File: src/rtl/nanorv32_rf_wb_sched_if.sv
// nanorv32_rf_wb_sched_if
// Writeback request bus between the execution units and the writeback scheduler.
//   req_valid [NUM_REQ]    : requester i has a write pending
//   req_rd    [5*NUM_REQ]  : destination register, requester i at [5i+4:5i]
//   req_data  [32*NUM_REQ] : write data, requester i at [32i+31:32i]
//   req_ready [NUM_REQ]    : request of requester i accepted this cycle
// master = requester side, slave = scheduler side.
interface nanorv32_rf_wb_sched_if #(
  parameter int NUM_REQ = 3
);
  logic [NUM_REQ-1:0]    req_valid;
  logic [5*NUM_REQ-1:0]  req_rd;
  logic [32*NUM_REQ-1:0] req_data;
  logic [NUM_REQ-1:0]    req_ready;

  modport master (output req_valid, req_rd, req_data, input req_ready);
  modport slave  (input req_valid, req_rd, req_data, output req_ready);
endinterface

File: src/rtl/nanorv32_rf_wb_sched.sv
// nanorv32_rf_wb_sched
// Writeback scheduler and scoreboard for the two-write-port register file.
// Round-robin arbitration of NUM_REQ requesters onto two registered write
// ports, with same-register conflict avoidance, plus a long-latency write
// scoreboard that stalls issue on RAW/WAW hazards.
// Ports:
//   clk, rst_n           : clock, asynchronous active-low reset
//   issue_valid/rd/long  : instruction being issued and its destination
//   issue_rs1/rs2        : sources of the instruction in issue
//   stall                : instruction in issue must not issue
//   req (slave)          : writeback request bus
//   sel_rd/rd/write_rd   : write port 1 select/data/enable (registered)
//   sel_rd2/rd2/write_rd2: write port 2 select/data/enable (registered)
//   busy                 : scoreboard, bit r = long write pending on xr
//   idle                 : no busy bits and no write enables
module nanorv32_rf_wb_sched #(
  parameter int                 NUM_REQ   = 3,
  parameter int                 NUM_REGS  = 32,
  parameter logic [NUM_REQ-1:0] LONG_MASK = 3'b110
) (
  input  logic                   clk,
  input  logic                   rst_n,
  input  logic                   issue_valid,
  input  logic [4:0]             issue_rd,
  input  logic                   issue_long,
  input  logic [4:0]             issue_rs1,
  input  logic [4:0]             issue_rs2,
  output logic                   stall,
  nanorv32_rf_wb_sched_if.slave  req,
  output logic [4:0]             sel_rd,
  output logic [31:0]            rd,
  output logic                   write_rd,
  output logic [4:0]             sel_rd2,
  output logic [31:0]            rd2,
  output logic                   write_rd2,
  output logic [NUM_REGS-1:0]    busy,
  output logic                   idle
);
  localparam int PTR_W  = (NUM_REQ > 1) ? $clog2(NUM_REQ) : 1;
  localparam int DATA_W = 32;

  logic [4:0]        rd_a   [NUM_REQ];
  logic [DATA_W-1:0] data_a [NUM_REQ];

  logic [PTR_W-1:0]    ptr_q, ptr_d;
  logic [NUM_REQ-1:0]  grant;
  logic                g1_vld, g2_vld;
  logic [PTR_W-1:0]    g1_idx, g2_idx;

  logic [NUM_REGS-1:0] busy_q, busy_d, busy_set, busy_clr;

  logic [4:0]        sel_rd_q,  sel_rd2_q;
  logic [DATA_W-1:0] rd_q,      rd2_q;
  logic              write_rd_q, write_rd2_q;
  logic [PTR_W-1:0]  src1_q,    src2_q;

  // Wraps a sum of two in-range indices back into 0..NUM_REQ-1.
  function automatic logic [PTR_W-1:0] wrap_idx(input int a);
    return (a >= NUM_REQ) ? PTR_W'(a - NUM_REQ) : PTR_W'(a);
  endfunction

  for (genvar i = 0; i < NUM_REQ; i++) begin : g_unpack
    assign rd_a[i]   = req.req_rd[5*i +: 5];
    assign data_a[i] = req.req_data[DATA_W*i +: DATA_W];
  end

  // Round-robin scan from ptr_q. A second requester that would write the
  // same non-zero register as port 1 is skipped so later ones can still win.
  always_comb begin
    grant  = '0;
    g1_vld = 1'b0;
    g2_vld = 1'b0;
    g1_idx = '0;
    g2_idx = '0;
    for (int k = 0; k < NUM_REQ; k++) begin
      logic [PTR_W-1:0] cand;
      cand = wrap_idx(int'(ptr_q) + k);
      if (req.req_valid[cand]) begin
        if (!g1_vld) begin
          g1_vld      = 1'b1;
          g1_idx      = cand;
          grant[cand] = 1'b1;
        end else if (!g2_vld && ((rd_a[cand] != rd_a[g1_idx]) ||
                                 (rd_a[cand] == '0) || (rd_a[g1_idx] == '0))) begin
          g2_vld      = 1'b1;
          g2_idx      = cand;
          grant[cand] = 1'b1;
        end
      end
    end
  end

  always_comb begin
    if (g2_vld)      ptr_d = wrap_idx(int'(g2_idx) + 1);
    else if (g1_vld) ptr_d = wrap_idx(int'(g1_idx) + 1);
    else             ptr_d = ptr_q;
  end

  // Grants are discarded while reset is held.
  assign req.req_ready = grant & {NUM_REQ{rst_n}};

  assign stall = (busy_q[issue_rs1] && (issue_rs1 != '0)) ||
                 (busy_q[issue_rs2] && (issue_rs2 != '0)) ||
                 (issue_valid && busy_q[issue_rd] && (issue_rd != '0));

  // Clear comes from the registered writes, so the bit drops on the same
  // edge that updates the regfile; a new set on the same register wins.
  always_comb begin
    busy_set = '0;
    busy_clr = '0;
    if (write_rd_q && LONG_MASK[src1_q])   busy_clr[sel_rd_q]  = 1'b1;
    if (write_rd2_q && LONG_MASK[src2_q])  busy_clr[sel_rd2_q] = 1'b1;
    if (issue_valid && issue_long && (issue_rd != '0) && !stall)
      busy_set[issue_rd] = 1'b1;
    busy_d    = (busy_q & ~busy_clr) | busy_set;
    busy_d[0] = 1'b0;
  end

  always_ff @(posedge clk or negedge rst_n) begin
    if (!rst_n) begin
      ptr_q       <= '0;
      busy_q      <= '0;
      sel_rd_q    <= '0;
      rd_q        <= '0;
      write_rd_q  <= 1'b0;
      src1_q      <= '0;
      sel_rd2_q   <= '0;
      rd2_q       <= '0;
      write_rd2_q <= 1'b0;
      src2_q      <= '0;
    end else begin
      ptr_q       <= ptr_d;
      busy_q      <= busy_d;
      // A granted x0 write is consumed but never enabled.
      write_rd_q  <= g1_vld && (rd_a[g1_idx] != '0);
      write_rd2_q <= g2_vld && (rd_a[g2_idx] != '0);
      if (g1_vld) begin
        sel_rd_q <= rd_a[g1_idx];
        rd_q     <= data_a[g1_idx];
        src1_q   <= g1_idx;
      end
      if (g2_vld) begin
        sel_rd2_q <= rd_a[g2_idx];
        rd2_q     <= data_a[g2_idx];
        src2_q    <= g2_idx;
      end
    end
  end

  assign sel_rd    = sel_rd_q;
  assign rd        = rd_q;
  assign write_rd  = write_rd_q;
  assign sel_rd2   = sel_rd2_q;
  assign rd2       = rd2_q;
  assign write_rd2 = write_rd2_q;
  assign busy      = busy_q;
  assign idle      = (busy_q == '0) && !write_rd_q && !write_rd2_q;
endmodule

File: src/flat_wrapper.sv
// flat-port wrapper written by rule: the top's interface ports become plain ports
module nanorv32_rf_wb_sched_flat 
#(
  parameter int                 NUM_REQ   = 3,
  parameter int                 NUM_REGS  = 32,
  parameter logic [NUM_REQ-1:0] LONG_MASK = 3'b110
)
  (clk, rst_n, issue_valid, issue_rd, issue_long, issue_rs1, issue_rs2, stall, sel_rd, rd, write_rd, sel_rd2, rd2, write_rd2, busy, idle, req_req_valid, req_req_rd, req_req_data, req_req_ready);
  nanorv32_rf_wb_sched_if #(.NUM_REQ(NUM_REQ)) req_i ();
  input  logic clk;
  input  logic rst_n;
  input  logic issue_valid;
  input  logic [4:0] issue_rd;
  input  logic issue_long;
  input  logic [4:0] issue_rs1;
  input  logic [4:0] issue_rs2;
  output logic stall;
  output logic [4:0] sel_rd;
  output logic [31:0] rd;
  output logic write_rd;
  output logic [4:0] sel_rd2;
  output logic [31:0] rd2;
  output logic write_rd2;
  output logic [NUM_REGS-1:0] busy;
  output logic idle;
  input wire logic [$bits(req_i.req_valid)-1:0] req_req_valid;
  input wire logic [$bits(req_i.req_rd)-1:0] req_req_rd;
  input wire logic [$bits(req_i.req_data)-1:0] req_req_data;
  output wire logic [$bits(req_i.req_ready)-1:0] req_req_ready;
  assign req_i.req_valid = req_req_valid;
  assign req_i.req_rd = req_req_rd;
  assign req_i.req_data = req_req_data;
  assign req_req_ready = req_i.req_ready;
  nanorv32_rf_wb_sched #(.NUM_REQ(NUM_REQ), .NUM_REGS(NUM_REGS), .LONG_MASK(LONG_MASK)) u_core (.clk(clk), .rst_n(rst_n), .issue_valid(issue_valid), .issue_rd(issue_rd), .issue_long(issue_long), .issue_rs1(issue_rs1), .issue_rs2(issue_rs2), .stall(stall), .req(req_i), .sel_rd(sel_rd), .rd(rd), .write_rd(write_rd), .sel_rd2(sel_rd2), .rd2(rd2), .write_rd2(write_rd2), .busy(busy), .idle(idle));
endmodule
File: config.mk
export PLATFORM = sky130hd
export DESIGN_NAME = nanorv32_rf_wb_sched_flat
export DESIGN_NICKNAME = d
export VERILOG_FILES = /design/src/rtl/nanorv32_rf_wb_sched_if.sv /design/src/rtl/nanorv32_rf_wb_sched.sv /design/src/flat_wrapper.sv
export SDC_FILE = /design/constraint.sdc
export NUM_CORES = 1
export LEC_CHECK = 0
export ABC_CLOCK_PERIOD_IN_PS = 4100
export BUFFER_PORTS_ARGS = -buffer_cell sky130_fd_sc_hd__clkbuf_2
export CAP_MARGIN = 20
export CORE_MARGIN = 10
export CORE_UTILIZATION = 40
export CTS_BUF_LIST = sky130_fd_sc_hd__clkbuf_8
export CTS_CLUSTER_SIZE = 24
export DETAILED_ROUTE_END_ITERATION = 12
export GPL_ROUTABILITY_DRIVEN = 1
export GPL_TIMING_DRIVEN = 0
export PLACE_DENSITY_LB_ADDON = 0.15
export SYNTH_ARGS = -nofsm -noshare
export SYNTH_HDL_FRONTEND = slang
export SYNTH_SLANG_ARGS = --single-unit
export TNS_END_PERCENT = 50
File: constraint.sdc
create_clock -name clk -period 4.1 [get_ports clk]
set_input_delay 0.41 -clock clk [delete_from_list [all_inputs] [get_ports clk]]
set_output_delay 0.41 -clock clk [all_outputs]
set_load 0.01 [all_outputs]
# [Yosys cells after proc, flatten, opt, wreduce, memory -nomap -nowiden]
# Index checks and enable logic that the tools add are counted.
[op_classes] n_addsub=9 order_cmp=27 eq_ne=2 muxes=89 bitwise=13 n_reduce_logical=41
[op_table] operator="32-bit two-way mux" count=7
[op_table] operator="32-bit binary-select mux with 2-bit select" count=2
[op_table] operator="32-bit OR" count=2
[op_table] operator="5-bit binary-select mux with 2-bit select" count=6
[op_table] operator="5-bit two-way mux" count=12
[op_table] operator="2-bit two-way mux" count=18
[op_table] operator="32-bit bitwise AND" count=1
[op_table] operator="32-bit logical NOT" count=1
[op_table] operator="32-bit NOT" count=1
[op_table] operator="5-bit by 6-bit < comparator with 1-bit output (second input constant)" count=5
[op_table] operator="5-bit nonzero test" count=5
[op_table] operator="1-bit two-way mux" count=23
[op_table] operator="3-bit two-way mux" count=7
[op_table] operator="1-bit logical AND" count=20
[op_table] operator="5-bit logical NOT" count=4
[op_table] operator="3-bit greater-or-equal comparator (second input constant)" count=6
[op_table] operator="2-bit NOT with 3-bit output" count=6
[op_table] operator="1-bit binary-select mux with 5-bit select" count=3
[op_table] operator="1-bit demux with 5-bit select" count=3
[op_table] operator="5-bit by 1-bit greater-or-equal comparator with 1-bit output (second input constant)" count=3
[op_table] operator="2-bit by 3-bit < comparator with 1-bit output (second input constant)" count=5
[op_table] operator="3-bit by 2-bit greater-or-equal comparator with 1-bit output (second input constant)" count=4
[op_table] operator="1-bit binary-select mux with 2-bit select" count=5
[op_table] operator="5-bit != test" count=2
[op_table] operator="12 further kinds" count=30
[totals] register_bits=113

# [Longest topological paths before layout]
# Gate-level depths: netlist of the first run.
[logic_depth] ltp_word=26 ltp_mapped=17 ltp_nobuf=14

# [Least setup slack after synthesis of the first run]
# Ideal clock, no wire load.
[synth_path] path_type="register to register" start="register u_core.ptr_q[0]" end="register u_core.write_rd2_q (netlist: u_core.write_rd2)" setup_ns=0.140 t_arrival_ns=3.261 setup_slack_ns=0.699 path_stages_with_launch=17 period_less_slack_ns=3.401 path_cell_list="dfrtp_1 -> inv_1 -> ha_1 -> nor2b_1 -> clkbuf_2 -> and4b_1 -> or2_1 -> buf_4 -> o211ai_2 -> xor2_1 -> nor4_2 -> nand2_2 -> a31oi_4 -> buf_6 -> mux2_4 -> o31ai_2 -> a41oi_2"
[synth_between] elab_chain_len=26 elab_cells_between_ends=68
[synth_rtl] element="start, declared" line_no="nanorv32_rf_wb_sched.sv:45" source="logic [PTR_W-1:0] ptr_q, ptr_d;"
[synth_rtl] element="start signal, assigned" line_no="nanorv32_rf_wb_sched.sv:132" source="ptr_q <= ptr_d;"
[synth_rtl] element="2-bit subtractor or 2-bit greater-or-equal comparator (tied branches)" line_no="nanorv32_rf_wb_sched.sv:59" source="return (a >= NUM_REQ) ? PTR_W'(a - NUM_REQ) : PTR_W'(a);"
[synth_rtl] element="2-bit two-way mux" line_no="nanorv32_rf_wb_sched.sv:59"
[synth_rtl] element="1-bit binary-select mux with 2-bit select" line_no="nanorv32_rf_wb_sched.sv:78" source="if (req.req_valid[cand]) begin"
[synth_rtl] element="1-bit two-way mux (not written as such)" line_no="nanorv32_rf_wb_sched.sv:78"
[synth_rtl] element="2-bit two-way mux" line_no="nanorv32_rf_wb_sched.sv:78"
[synth_rtl] element="2-bit NOT with 3-bit output (not written as such)" line_no="nanorv32_rf_wb_sched.sv:83, nanorv32_rf_wb_sched.sv:84"
[synth_rtl] element="5-bit binary-select mux with 2-bit select" line_no="nanorv32_rf_wb_sched.sv:83, nanorv32_rf_wb_sched.sv:84"
[synth_rtl] element="5-bit two-way mux (not written as such) (2 in series)" line_no="nanorv32_rf_wb_sched.sv:83, nanorv32_rf_wb_sched.sv:84"
[synth_rtl] element="[... 8 more ...]"
[synth_rtl] element="2-bit two-way mux" line_no="nanorv32_rf_wb_sched.sv:83" source="end else if (!g2_vld && ((rd_a[cand] != rd_a[g1_idx]) ||"
[synth_rtl] element="2-bit two-way mux" line_no="nanorv32_rf_wb_sched.sv:79" source="if (!g1_vld) begin"
[synth_rtl] element="2-bit two-way mux" line_no="nanorv32_rf_wb_sched.sv:78"
[synth_rtl] element="2-bit NOT with 3-bit output (not written as such)" line_no="nanorv32_rf_wb_sched.sv:136" source="write_rd2_q <= g2_vld && (rd_a[g2_idx] != '0);"
[synth_rtl] element="5-bit binary-select mux with 2-bit select" line_no="nanorv32_rf_wb_sched.sv:136"
[synth_rtl] element="5-bit two-way mux (not written as such) (2 in series)" line_no="nanorv32_rf_wb_sched.sv:136"
[synth_rtl] element="5-bit nonzero test" line_no="nanorv32_rf_wb_sched.sv:136"
[synth_rtl] element="1-bit logical AND *" line_no="nanorv32_rf_wb_sched.sv:136"
[synth_rtl] element="end signal, assigned" line_no="nanorv32_rf_wb_sched.sv:136"
[synth_rtl] element="end, declared" line_no="nanorv32_rf_wb_sched.sv:54" source="logic write_rd_q, write_rd2_q;"
# Every way passes the cells marked *; elsewhere a longest branch is shown, timed or not. The select of a mux whose other input is x is not followed.
# A chain may end at the register's enable or synchronous reset.

# [Worst setup path after layout of the first run]
[layout_path] start="register u_core.ptr_q[0]" end="output port req_req_ready[0]"
[layout_between] elab_chain_len=21 elab_cells_between_ends=78
[layout_rtl] element="2-bit subtractor or 2-bit greater-or-equal comparator (tied branches)" line_no="nanorv32_rf_wb_sched.sv:59"
[layout_rtl] element="2-bit two-way mux" line_no="nanorv32_rf_wb_sched.sv:59"
[layout_rtl] element="1-bit binary-select mux with 2-bit select" line_no="nanorv32_rf_wb_sched.sv:78"
[layout_rtl] element="1-bit two-way mux (not written as such)" line_no="nanorv32_rf_wb_sched.sv:78"
[layout_rtl] element="2-bit two-way mux" line_no="nanorv32_rf_wb_sched.sv:78"
[layout_rtl] element="2-bit NOT with 3-bit output (not written as such)" line_no="nanorv32_rf_wb_sched.sv:83, nanorv32_rf_wb_sched.sv:84"
[layout_rtl] element="5-bit binary-select mux with 2-bit select" line_no="nanorv32_rf_wb_sched.sv:83, nanorv32_rf_wb_sched.sv:84"
[layout_rtl] element="5-bit two-way mux (not written as such) (2 in series)" line_no="nanorv32_rf_wb_sched.sv:83, nanorv32_rf_wb_sched.sv:84"
[layout_rtl] element="[... 4 more ...]"
[layout_rtl] element="1-bit two-way mux" line_no="nanorv32_rf_wb_sched.sv:79"
[layout_rtl] element="1-bit two-way mux" line_no="nanorv32_rf_wb_sched.sv:78"
[layout_rtl] element="1-bit logical NOT" line_no="nanorv32_rf_wb_sched.sv:83"
[layout_rtl] element="1-bit logical AND" line_no="nanorv32_rf_wb_sched.sv:83"
[layout_rtl] element="3-bit two-way mux" line_no="nanorv32_rf_wb_sched.sv:83"
[layout_rtl] element="3-bit two-way mux" line_no="nanorv32_rf_wb_sched.sv:79"
[layout_rtl] element="3-bit two-way mux *" line_no="nanorv32_rf_wb_sched.sv:78"
[layout_rtl] element="3-bit bitwise AND *" line_no="nanorv32_rf_wb_sched.sv:100" source="assign req.req_ready = grant & {NUM_REQ{rst_n}};"
[layout_rtl] element="end, declared" line_no="flat_wrapper.sv:29" source="output wire logic [$bits(req_i.req_ready)-1:0] req_req_ready;"
# Marks and branches as above.

==> impl_metrics.ini, run 1 <==
[pwr]
comb_power_share_pct = 66.9
p_per_area_nw_per_um2 = 981
power_w = 0.0100
power_switching_w = 0.00505
vdd_ir_drop_max_uv = 548
p_int_w = 0.00495
pwr-share-clk_pct = 9.6
p_sw_share_pct = 50.5
power_frac_seq_pct = 23.5
leakage_nw = 4.74

[drt]
drtIter0Drc = 563
drc = 0
drt-total-wl_um = 31600
wire_per_inst_um = 21.6
dr.pass1.iters = 5
viasPerCell = 5.73
ant_nets = 0
vias = 8365

[critical_path]
r2r-end = u_core.rd2[7]
crit_chain = inv_2 > ha_4 > buf_8 > and3b_1 > o21a_2 > or2_1 > buf_6 > o211ai_4 > xor2_1 > nor4_2 > nand2_2 > a21oi_4 > nor2_2 > a222oi_1 > nor2b_1 > buf_2
crit_fanout = 6
cpMaxStageDelayCell = dfrtp_1
cp-startpoint = u_core.ptr_q[0]
reg2reg_slack_ns = 0.18
crit_path_end = req_req_ready[0]
crit_type = reg2out
critPathRequiredTime_ns = 3.69
cp.arrival_ns = 3.55
r2r_cells = 16
critical-path-max-stage-delay_ns = 0.43
endpoint_kind = output pin
reg2reg_from = u_core.ptr_q[0]
cp-start-kind = register

[synth]
synth_fp_nets = 1045
synth_edf_count = 0
ys_seq_area_share_pct = 35.3
avgSynthCellArea_sq_um = 8.82
ys_warn_count = 0
synth_area_leaders = dfrtp_1, nand2_1, mux4_2
yosysTopAreaCell = dfrtp_1
yosys_most_used_dff = dfrtp_1
syn_area_sq_um = 8000
syn_inst = 907
synth_cell_types = 76
ys_seq_elements = 113
async_reset_ff_share_pct = 100
yosysTopAreaCellShare_pct = 35.3

[global_route]
grt_pass1_vias = 8477
globalRouteTotalUtil_pct = 23.1
grt_max_degree = 81
antenna_found_initial = 0
overflow = 0
grt_pass1_wl_um = 48700

[floorplan]
coreArea_sq_um = 19600
fp.dieH_um = 161
pin_count = 246
die-area_sq_um = 26100
dieWidth_um = 161
start_util_pct = 40.8
rows = 51

[sta]
period_needed_ns = 3.96
rsz0062_at_grt = yes
setup_violations = 0
worst_slew_pin_slew_ns = 0.856
fin_setup_tns_ns = 0
fin_crit_sh_pct = 96.7
hold_violations = 0
slew_headroom_pct = 42.5
fin_skew_ns = 0.0131
slew_viol_final = 0
clock.fmax_ghz = 0.252

[placed_design]
dp_hpwl_um = 23800
dp.cells = 1409
dpl_cell_area_sq_um = 9550
gp_congestion = 0.919
portBuffers = 236

[cts]
htree_levels = 4
cts-root-to-sink-buffers = 2
path_clk_slew_ns = 0.07
cts_made_buffers = 17
cts_root_buf = clkbuf_8
cts_sinks = 113
clock_latency_ns = 0.44
cts_tree = yes

[layout]
drive_above_1_share_pct = 33.1
final_common_cell = clkbuf_2
area_growth_pct = 27.5
fin_cells = 1460
n_antenna_cell = 0
finalInstanceArea_sq_um = 10200
layout_common_cells = clkbuf_2, nand2_1, dfrtp_1
final_util_pct = 52.1
finalNetCount = 1320

[run_status]
status = finished clean

[run]
drv_cap = 0

[min_path]
min_path_type = in2reg
-- Yosys cell counts (all sizes together) (4+ instances only) --
cell    count
o21ai      60
mux2i      50
a21oi     112
xor2        8
o221ai      9
nor2       55
nand4       6
o211ai      7
inv        24
nor2b       8
and3b       7
nand2     160
clkbuf     37
or3         4
nor3       11
buf        31
dfrtp     113
ha          5
nor3b      14
a31oi       4
a32o       23
o22ai       7
o21a        4
nand3      11
a22oi      40
nor4       13
mux4       25
mux2       18
o31ai       5
-- sequential cells by signal (all words and copies together), names as in the netlist --
register and flops:
u_core.rd 32, u_core.rd2 32, u_core.sel_rd2 5, u_core.src2_q 2, u_core.src1_q 2, u_core.write_rd 1, u_core.busy 31, u_core.write_rd2 1
u_core.sel_rd 5, u_core.ptr_q 2
-- worst max-delay path, delay by kind of cell (launching register included) --
family                   cells  cell delay (ns)
AND/OR/NAND/NOR              6             0.97
AO/OA/AOI/OAI                4             0.92
buffers and inverters        4             0.50
flip-flops                   1             0.43
adder cells (fa/ha/maj)      1             0.19
XOR/XNOR                     1             0.10
-- cell families after synthesis --
group,count (synthesis),synth area share [%]
buffers and inverters,93,5.61
multiplexers,93,16.1
flip-flops,113,35.3
AO/OA/AOI/OAI,290,23.5
XOR/XNOR,8,0.876
AND/OR/NAND/NOR,304,17.8
other,1,0.0469
adder cells (fa/ha/maj),5,0.782
-- per-stage QoR --
step	setup slack [ns]	hold WS [ns]
3_5_place_dp	-0.365	0.360
4_1_cts	0.00128	0.201
3_3_place_gp	-0.345	0.480
5_1_grt	-0.0363	0.203
2_1_floorplan	0.699	0.114
6_report	0.137	0.224
-- metal layers --
layer	track usage, %	share of wire (%)	vias to the layer above
met5	0	0	-
met2	37.4	48	359
met3	8.24	9.1	37
li1	-	-	3917
met4	5.79	1.4	0
met1	28.8	42	4052
-- worst min-delay path by stage --
stage | from | end | slack [ns] | cells after the start
floorplan | rst_n | u_core.busy[10] | 0.11 | 0
global placement | u_core.src2_q[0] | u_core.src2_q[0] | 0.48 | 2
detailed placement | rst_n | u_core.sel_rd2[1] | 0.36 | 1
CTS | req_req_data[94] | u_core.rd2[30] | 0.20 | 3
global route | req_req_data[64] | u_core.rd2[0] | 0.20 | 3
finish | req_req_data[94] | u_core.rd2[30] | 0.22 | 3
-- area by class of cell --
class / count / area [sq um]
Buffer: 67 / 369
Clock buffer: 18 / 248
Clock inverter: 14 / 103
Fill cell: 1926 / 9390
Inverter: 25 / 93.8
Multi-Input combinational cell: 701 / 4860
Sequential cell: 113 / 2830
Tap cell: 265 / 332
Timing Repair Buffer: 257 / 1370
-- power groups by stage --
| stage | sequential, W | clock (W) | combinational [W] |
|---|---|---|---|
| floorplan | 0.00241 | 0 | 0.00408 |
| global placement | 0.00234 | 0 | 0.00632 |
| detailed placement | 0.00234 | 0 | 0.00641 |
| CTS | 0.00233 | 0.000975 | 0.00647 |
| global route | 0.00243 | 0.00102 | 0.00734 |
| finish | 0.00235 | 0.000964 | 0.00669 |
-- repair_timing --
action / 4_1_cts / 5_1_grt
hold endpoints to repair: 36 / 0
buffers inserted: 3 / 13
hold buffers: 1 / 0
resized for setup: 12 / 27
setup endpoints to repair: 34 / 56
pin swaps: 4 / 11
(Power assumes the default switching activity.)
==> run 2: changes to the inputs <==
--- a/config.mk
+++ b/config.mk
@@ -10,7 +10,7 @@
 export CAP_MARGIN = 20
 export CORE_MARGIN = 10
 export CORE_UTILIZATION = 40
-export CTS_BUF_LIST = sky130_fd_sc_hd__clkbuf_8
+export CTS_BUF_LIST = sky130_fd_sc_hd__clkbuf_4 sky130_fd_sc_hd__clkbuf_8 sky130_fd_sc_hd__clkbuf_16
 export CTS_CLUSTER_SIZE = 24
 export DETAILED_ROUTE_END_ITERATION = 12
 export GPL_ROUTABILITY_DRIVEN = 1
==> impl_metrics.ini, run 2 (same netlist as run 1, synthesis figures left out) <==
[critical_path]
crit_fanout = 10
critPathRequiredTime_ns = 3.69
cpMostUsedCell = buf_6
cp-startpoint = u_core.ptr_q[0]
reg2reg_from = u_core.ptr_q[0]
cpMaxStageDelayCell = dfrtp_1
critical-path-max-stage-delay_ns = 0.42
endpoint_kind = output pin
crit_type = reg2out
cp-start-kind = register
cp.arrival_ns = 3.55
crit_chain = inv_2 > ha_4 > buf_6 > and3b_1 > o21a_2 > or2_1 > buf_6 > o211ai_4 > xor2_1 > nor4_2 > nand2_2 > a21oi_4 > nor2_1 > a222oi_1 > nor2b_1 > clkbuf_2

[drt]
drc = 0
wire_per_inst_um = 21.8
ant_nets = 0
drtIter0Drc = 575
vias = 8344
dr.pass1.iters = 5
drt-total-wl_um = 31600
viasPerCell = 5.75

[cts]
cts_tree = yes
cts_root_buf = clkbuf_16
path_clk_slew_ns = 0.06
cts_sinks = 113
clock_latency_ns = 0.41
cts_made_buffers = 17
htree_levels = 4
cts-root-to-sink-buffers = 2

[layout]
multi_input_area_sq_um = 4840
finalNetCount = 1312
area_growth_pct = 29.0
seq_area_sq_um = 2830
layout_common_cells = clkbuf_2, nand2_1, dfrtp_1
filler_cell_count = 1911
n_antenna_cell = 0
fin_cells = 1452
final_common_cell = clkbuf_2
finalInstanceArea_sq_um = 10300
drive_above_1_share_pct = 32.9

[pwr]
p_per_area_nw_per_um2 = 1000
leakage_nw = 4.79
power_switching_w = 0.00508
comb_power_share_pct = 63.7
power_w = 0.0104
vdd_ir_drop_max_uv = 561
p_int_w = 0.00529
p_sw_share_pct = 49.0
power_frac_seq_pct = 22.7
pwr-share-clk_pct = 13.5

[sta]
fin_skew_ns = 0.0107
period_needed_ns = 3.96
clock.fmax_ghz = 0.253
hold_violations = 0
worst_slew_pin_slew_ns = 0.868
fin_crit_sh_pct = 96.5
worst_slack_ns = 0.144
fin_setup_tns_ns = 0
setup_violations = 0
slew_headroom_pct = 41.7
slew_viol_final = 0

[placed_design]
place_ws_ns = -0.365
dp.cells = 1409
dpl_cell_area_sq_um = 9550
dp_hpwl_um = 23800
gp_congestion = 0.919
portBuffers = 236

[floorplan]
rows = 51
dieWidth_um = 161
coreArea_sq_um = 19600
pin_count = 246
start_util_pct = 40.8
fp.dieH_um = 161
die-area_sq_um = 26100

[global_route]
grt_pass1_vias = 8503
antenna_found_initial = 0
grt_pass1_wl_um = 48700
overflow = 0
globalRouteTotalUtil_pct = 23.2
grt_max_degree = 81

[run]
drv_cap = 0

[min_path]
hold_start = req_req_data[94]
min_path_type = in2reg

[run_status]
status = finished clean
-- run 2: changes by cell type in the layout (fill, tap and decap cells not counted), moves of 2 or more --
cell	previous run	this run
clkbuf_16	0	17
inv_1	26	22
clkbuf_8	19	2
clkbuf_1	33	31
clkbuf_4	2	5
clkbuf_2	236	239
buf_4	22	14
-- run 2: timing repair --
item / in CTS / in global routing
hold buffers: 1 / 0
pin swaps: 3 / 6
setup endpoints to repair: 33 / 28
endpoints found under the hold margin: 36 / 0
resized for setup: 12 / 24
setup buffers: 1 / 7
-- run 2: path summary, 6_finish.rpt --
check                              endpoint  cells past startpoint  slack [ns]
max                        req_req_ready[0]                     16        0.14
min in group asynchronous   u_core.busy[29]                      2        0.49
min                          u_core.rd2[30]                      3        0.25
max reg2reg                  u_core.rd2[14]                     16        0.20
max in group asynchronous     u_core.rd[25]                      3        2.88
min reg2reg                u_core.src2_q[0]                      2        0.49
-- run 2: power by group through the flow --
stage / logic (W) / clock network (W) / registers, W
2_1_floorplan: 0.00408 / 0 / 0.00241
3_3_place_gp: 0.00632 / 0 / 0.00234
3_5_place_dp: 0.00641 / 0 / 0.00234
4_1_cts: 0.00646 / 0.00141 / 0.00234
5_1_grt: 0.00725 / 0.00147 / 0.00243
6_report: 0.00661 / 0.00140 / 0.00236
-- run 2: metal layers --
layer / GRT usage, % / share of wire [%] / routed length (um) / up-vias
met2: 37.3 / 47 / 14900 / 334
met1: 28.8 / 43 / 13500 / 4064
met3: 7.83 / 8.3 / 2630 / 46
li1: - / - / - / 3900
met4: 6.91 / 1.8 / 557 / 0
met5: 0 / 0 / 0 / -
-- run 2: through the flow --
stage	utilization, %	hold slack [ns]
2_1_floorplan	-	0.114
3_3_place_gp	48.6	0.480
3_5_place_dp	48.8	0.360
4_1_cts	51.9	0.240
5_1_grt	52.7	0.247
6_report	52.7	0.249
-- run 2: layout make-up --
type	instances	area share [%]
Timing Repair Buffer	249	12.6
Multi-Input combinational cell	701	46.9
Clock inverter	10	0.848
Tap cell	265	3.21
Clock buffer	22	4.55
Inverter	25	0.909
Buffer	67	3.54
Sequential cell	113	27.4
-- run 2: worst max-delay path, delay by kind of cell (launching register included) --
family,cells,cell delay (ns)
adder cells (fa/ha/maj),1,0.19
XOR/XNOR,1,0.10
AO/OA/AOI/OAI,4,0.87
AND/OR/NAND/NOR,6,1.02
flip-flops,1,0.42
buffers and inverters,4,0.54
==> run 3: changes to the inputs <==
--- a/config.mk
+++ b/config.mk
@@ -8,6 +8,7 @@
 export ABC_CLOCK_PERIOD_IN_PS = 4100
 export BUFFER_PORTS_ARGS = -buffer_cell sky130_fd_sc_hd__clkbuf_2
 export CAP_MARGIN = 20
+export CORE_ASPECT_RATIO = 0.9
 export CORE_MARGIN = 10
 export CORE_UTILIZATION = 40
 export CTS_BUF_LIST = sky130_fd_sc_hd__clkbuf_4 sky130_fd_sc_hd__clkbuf_8 sky130_fd_sc_hd__clkbuf_16
@@ -16,6 +17,7 @@
 export GPL_ROUTABILITY_DRIVEN = 1
 export GPL_TIMING_DRIVEN = 0
 export PLACE_DENSITY_LB_ADDON = 0.15
+export SLEW_MARGIN = 25
 export SYNTH_ARGS = -nofsm -noshare
 export SYNTH_HDL_FRONTEND = slang
 export SYNTH_SLANG_ARGS = --single-unit
==> constraint.sdc (replaced) <==
create_clock -name clk -period 4.1 [get_ports clk]
set_input_delay 0.205 -clock clk [delete_from_list [all_inputs] [get_ports clk]]
set_output_delay 0.205 -clock clk [all_outputs]
set_load 0.01 [all_outputs]
==> impl_metrics.ini, run 3 (same netlist as run 1, synthesis figures left out) <==
[layout]
area_growth_pct = 28.7
layout_common_cells = clkbuf_2, nand2_1, dfrtp_1
final_util_pct = 52.0
finalNetCount = 1307
drive_above_1_share_pct = 32.4
final_common_cell = clkbuf_2
n_antenna_cell = 0
filler_cell_count = 1955

[drt]
wire_per_inst_um = 22.1
dr.pass1.iters = 5
vias = 8460
ant_nets = 0
drtIter0Drc = 691
drc = 0
viasPerCell = 5.89
drt-total-wl_um = 31800

[sta]
clock.fmax_ghz = 0.256
slew_viol_final = 0
rsz0062_at_grt = yes
slew_headroom_pct = 44.6
worst_slack_ns = 0.187
setup_violations = 0
period_needed_ns = 3.91
fin_skew_ns = 0.0101
worst_slew_pin_slew_ns = 0.824
hold_violations = 0
fin_crit_sh_pct = 95.4

[critical_path]
r2r-end = u_core.write_rd2
cp-startpoint = u_core.ptr_q[0]
crit_path_end = req_req_ready[0]
crit_fanout = 10
cpMaxStageDelayCell = dfrtp_1
r2r_cells = 15
critical-path-max-stage-delay_ns = 0.41
cp-start-kind = register
endpoint_kind = output pin
critPathRequiredTime_ns = 3.89
cp.arrival_ns = 3.71
crit_chain = inv_2 > ha_2 > clkbuf_2 > nand2b_1 > o21a_1 > o221ai_1 > o211ai_2 > xor2_1 > nor4_2 > nand2_2 > a21oi_4 > nor2_1 > a222oi_1 > nor2b_1 > clkbuf_2
reg2reg_from = u_core.ptr_q[1]
reg2reg_slack_ns = 0.19
crit_type = reg2out
cpMostUsedCell = clkbuf_2

[floorplan]
coreArea_sq_um = 19800
fp.dieH_um = 154
die-area_sq_um = 26100
dieWidth_um = 169
pin_count = 246
rows = 49
start_util_pct = 40.4

[run_status]
status = finished clean

[cts]
clock_latency_ns = 0.43
htree_levels = 4
cts_made_buffers = 17
cts-root-to-sink-buffers = 2
cts_sinks = 113
cts_root_buf = clkbuf_16
path_clk_slew_ns = 0.06
cts_tree = yes

[placed_design]
portBuffers = 236
dp_hpwl_um = 23800
gp_congestion = 0.930
place_ws_ns = -0.445

[pwr]
p_per_area_nw_per_um2 = 1020
power_switching_w = 0.00504
comb_power_share_pct = 62.0
power_frac_seq_pct = 22.6
leakage_nw = 4.79
p_sw_share_pct = 48.2
p_int_w = 0.00543
pwr-share-clk_pct = 15.3
power_w = 0.0105
vdd_ir_drop_max_uv = 492

[run]
drv_cap = 0

[global_route]
globalRouteTotalUtil_pct = 23.7
antenna_found_initial = 0
grt_pass1_wl_um = 49000
grt_max_degree = 60
overflow = 0
grt_pass1_vias = 8496

[min_path]
hold_start = req_req_data[81]
min_path_type = in2reg
==> run 3: cell types whose count changed in the layout (fill, tap and decap cells not counted), sizes merged <==
| cell | change |
|---|---|
| buf | -5 |
| clkinv | -4 |
| clkinvlp | +1 |
| bufinv | +3 |
| clkbuf | -1 |
==> run 3: cell type report <==
class                   instances  area [sq um]  area share [%]
plain buffers                  67           359            3.49
clock buffers                  21           474            4.61
clock inverters                10           158            1.53
inverters                      25          93.8           0.912
multi-input cells             701          4790            46.5
flip-flops and latches        113          2830            27.5
well taps                     255           319            3.10
repair buffers                244          1270            12.4
==> run 3: worst min path at each step <==
| stage | slack (ns) | cells after the start | end |
|---|---|---|---|
| 6_report | 0.03 | 3 | u_core.rd2[17] |
| 5_1_grt | 0.04 | 3 | u_core.rd2[13] |
| 4_1_cts | 0.02 | 3 | u_core.rd2[13] |
| 3_5_place_dp | 0.22 | 1 | u_core.busy[9] |
| 3_3_place_gp | 0.46 | 3 | u_core.rd2[14] |
| 2_1_floorplan | -0.09 | 0 | u_core.busy[10] |
==> run 3: power by group through the flow <==
| stage | Sequential, W | Combinational, W | Clock [W] |
|---|---|---|---|
| detailed placement | 0.00236 | 0.00641 | 0 |
| CTS | 0.00236 | 0.00646 | 0.00162 |
| floorplan | 0.00241 | 0.00408 | 0 |
| global route | 0.00244 | 0.00719 | 0.00167 |
| finish | 0.00237 | 0.00650 | 0.00161 |
| global placement | 0.00235 | 0.00633 | 0 |
==> run 3: metal layers <==
| metal | GRT usage [%] | wire length, um |
|---|---|---|
| met5 | 0 | 0 |
| met4 | 6.90 | 536 |
| met3 | 8.06 | 3220 |
| met2 | 37.0 | 14900 |
| met1 | 30.4 | 13200 |
==> run 3: what timing repair did <==
item,CTS,global route
gates cloned,0,0
endpoints found under the setup margin,36,52
pin swaps,0,5
setup buffers,2,4
hold buffers,1,0
hold endpoints to repair,54,0
resized for setup,5,16
==> run 3: critical path, delay by kind of cell, from the launching register on <==
family | cells | cell delay (ns)
adders and majority gates | 1 | 0.28
and+or+nand+nor | 5 | 0.85
buffers and inverters | 3 | 0.41
AOI/OAI and AO/OA | 5 | 1.18
xor gates and xnor gates | 1 | 0.17
DFF | 1 | 0.41
==> run 3: stage by stage <==
step	hold WS, ns	instance area, sq um	cells	setup TNS (ns)
6_report	0.0308	10300	1436	0
5_1_grt	0.0372	10300	1436	-0.0437
4_1_cts	0.0195	10200	1433	0
3_5_place_dp	0.221	9550	1399	-9.98
3_3_place_gp	0.457	9500	1398	-7.89
2_1_floorplan	-0.0906	8000	907	0
